$ cat src/rtl/maq_moore_1101.sv
`default_nettype none
// ============================================================================
// Module      : maq_moore_1101
// Description : Moore serial detector for the overlapping bit pattern 1101.
// Revision    : 1.0 - initial release
// ============================================================================
module maq_moore_1101 (
    input  logic clk,
    input  logic rst,
    input  logic input_bit,
    output logic output_bit
);

    typedef enum logic [2:0] {
        S0 = 3'd0,
        S1 = 3'd1,
        S2 = 3'd2,
        S3 = 3'd3,
        S4 = 3'd4
    } state_t;

    state_t r_state;
    state_t w_next;

    always_ff @(posedge clk) begin
        if (rst) begin
            r_state <= S0;
        end else begin
            r_state <= w_next;
        end
    end

    always_comb begin
        w_next = S0;
        case (r_state)
            S0:      w_next = input_bit ? S1 : S0;
            S1:      w_next = input_bit ? S2 : S0;
            S2:      w_next = input_bit ? S2 : S3;
            S3:      w_next = input_bit ? S4 : S0;
            // Overlap: the trailing 1 of a match plus a new 1 is already "11"
            S4:      w_next = input_bit ? S2 : S0;
            default: w_next = S0;
        endcase
    end

    assign output_bit = (r_state == S4);

endmodule
`default_nettype wire

$ cat config.mk
export PLATFORM = sky130hd
export DESIGN_NAME = maq_moore_1101
export DESIGN_NICKNAME = d
export VERILOG_FILES = /design/src/rtl/maq_moore_1101.sv
export SDC_FILE = /design/constraint.sdc
export NUM_CORES = 1
export LEC_CHECK = 0
export BUFFER_PORTS_ARGS = -buffer_cell sky130_fd_sc_hd__buf_4
export CAP_MARGIN = 40
export CORE_AREA = 3 3 40 42
export DETAILED_ROUTE_END_ITERATION = 10
export DIE_AREA = 0 0 43 45
export GPL_TIMING_DRIVEN = 0
export PLACE_DENSITY_LB_ADDON = 0.08
export SYNTH_ARGS = -nofsm -noshare
export SYNTH_HDL_FRONTEND = slang
export SYNTH_SLANG_ARGS = --single-unit
$ cat constraint.sdc
create_clock -name clk -period 1.3 [get_ports clk]
set_input_delay 0.26 -clock clk [delete_from_list [all_inputs] [get_ports clk]]
set_output_delay 0.26 -clock clk [all_outputs]
set_load 0.02 [all_outputs]
==> flow_summary.toml <==
[yosys]
yosysTopAreaCellShare_pct = 48.5
syn_area_sq_um = 124
yosysWarnings = 0
ys_seq_area_share_pct = 48.5
synth.avg_cell_area_sq_um = 9.53
synth_top_area_cell = "dfxtp_1"
mappedNetlistNets = 16
synthDistinctLibCells = 11
ys_seq_elements = 3
yosys-top-cells-area = "dfxtp_1, nor3b_2, xnor2_1"
synthCells = 13

[clock_network]
cts_tree = "done"
clkSinkCount = 3
cts_root_buf = "clkbuf_4"
insertion_delay_ns = 0.23
path_clk_slew_ns = 0.04
post-cts-setup-buffers = 0
cts_buffers = 3
cts_hold_buf = 0
htree_levels = 1
ctsResizeCount = 0
clock_path_buffers = 2

[setup_path]
r2r_start = "r_state[1]"
path_cells = "nor3b_4 -> buf_4"
timing.critical_path.fanout_max = 5
max_stage_delay_ns = 0.35
crit_start = "r_state[0]"
crit_arrival_ns = 0.95
crit_path_end_kind = "output pin"
critPathKind = "reg2out"
worst_setup_path_start_kind = "flip-flop"
slowest_stage = "dfxtp_1"
worstPathRequired_ns = 1.04

[final_layout]
drive_above_1_share_pct = 45.0
regMostFlops = "r_state"
seq_area_sq_um = 62.6
largest_reg_flops = 3
multi_input_area_sq_um = 70.1
fin_util_pct = 15.6
largestRegisters = "r_state (3)"
diodes = 0
area_growth_pct = 61.6
fillCellCount = 143
layout.nets = 24

[floorplanning]
dieArea_sq_um = 1940
coreArea_sq_um = 1280
rows = 13
start_util_pct = 9.64
fp.dieH_um = 45
io-pin-count = 4
die_w_um = 43

[detailed_routing]
drc = 0
drt_iter0_drc = 0
avgViaCountPerCell = 3.43
wirelength_um = 273
first_pass_iters = 1
antenna_left = 0
vias = 120
wl_per_cell_um = 7.80

[status]
status = "complete, no violations"

[min_path]
hold_class = "in2reg"
min-delay-start = "rst"

[pwr]
leakage_nw = 0.0691
p_total_mw = 0.284
p_per_area_nw_per_um2 = 1420
ir_drop_mv = 0.326

[sta]
hold_viol_final = 0
rsz0062_at_grt = "no"
setup_viol_count_final = 0
drv_slew = 0
worst_pin_slew_ns = 0.217
fin_skew_ns = 0.00236
relSlewSlack_pct = 85.5
clock.fmax_mhz = 825
setup_slack_ns = 0.0876
min_period_ns = 1.21
tns_ns = 0
finalCritPeriodShare_pct = 93.3

[place]
place_ws_ns = 0.271
place_congestion = 0.684
io_buffers = 3

[job]
drv_cap = 0

[global_routing]
antenna_found_initial = 0
grt_usage_pct = 4.24
grt-ovfl-total = 0
grt_max_degree = 6
grt_pass1_vias = 136
grt_pass1_wl_um = 531
## cell usage in the layout (no fill, tap or decap)
cell | Yosys | layout
a21oi_1 | 1 | 1
nand3_1 | 1 | 1
clkbuf_4 | 0 | 3
nor2_1 | 1 | 1
dfxtp_1 | 3 | 1
a31oi_1 | 1 | 1
nor4_1 | 1 | 1
nand2_1 | 1 | 1
xnor2_1 | 1 | 1
clkbuf_1 | 0 | 1
nor3b_4 | 0 | 1
dfxtp_2 | 0 | 2
nor3_1 | 1 | 1
nor3b_1 | 1 | 1
buf_4 | 0 | 3
## cells by family (layout without fill, tap and decap cells)
group / count (synthesis) / count (layout) / synth area share, %
flip-flops: 3 / 3 / 48.5
AO/OA/AOI/OAI: 2 / 2 / 9.09
buffers and inverters: 0 / 7 / 0
AND/OR/NAND/NOR: 7 / 7 / 35.3
XOR/XNOR: 1 / 1 / 7.07
## per-layer routing
| metal | share of wire (%) | up-vias | global-route usage, % | wire [um] |
|---|---|---|---|---|
| met2 | 55 | 1 | 4.79 | 151 |
| met3 | 2.2 | 0 | 2.39 | 6 |
| met1 | 42 | 57 | 4.09 | 115 |
| met5 | 0 | - | 0 | 0 |
| met4 | 0 | 0 | 7.23 | 0 |
| li1 | - | 62 | - | - |
## critical path: cells and delay by family, from the launching register on
kind	cells	cell delay, ns
flops	1	0.35
simple gates	1	0.20
buf+inv	1	0.17
## cell type report
type                       count  area share (%)
timing repair buffer           3            11.2
clock buffer                   4            13.1
multi-input combinational     10            35.0
tap                           15            9.38
sequential                     3            31.3
## cell usage after synthesis
| cell | number |
|---|---|
| xnor2_1 | 1 |
| nor4_1 | 1 |
| nor3b_1 | 1 |
| nand2_1 | 1 |
| a31oi_1 | 1 |
| nor3_1 | 1 |
| nand3_1 | 1 |
| dfxtp_1 | 3 |
| nor3b_2 | 1 |
| nor2_1 | 1 |
| a21oi_1 | 1 |
## stage by stage
stage                     hold slack [ns]  cell area [sq um]  instances
final                               0.202                200         35
after global routing                0.189                200         35
after CTS                           0.199                191         35
after detailed placement            0.447                165         31
after global placement              0.455                165         31
after floorplan                     0.329                124         13
## final timing paths
check | to | slack [ns] | cells past startpoint
worst max-delay path | output_bit | 0.09 | 2
worst min-delay path | r_state[1] | 0.20 | 2
worst max register to register | r_state[1] | 0.44 | 3
worst min register to register | r_state[2] | 0.45 | 1
## power breakdown
part / internal, mW / leakage [nW] / switching [mW]
logic: 0.0105 / 0.0286 / 0.00708
clock network: 0.115 / 0.0150 / 0.0450
registers: 0.0979 / 0.0255 / 0.00834
total: 0.223 / 0.0691 / 0.0604
Power figures use the tool's default switching activity.
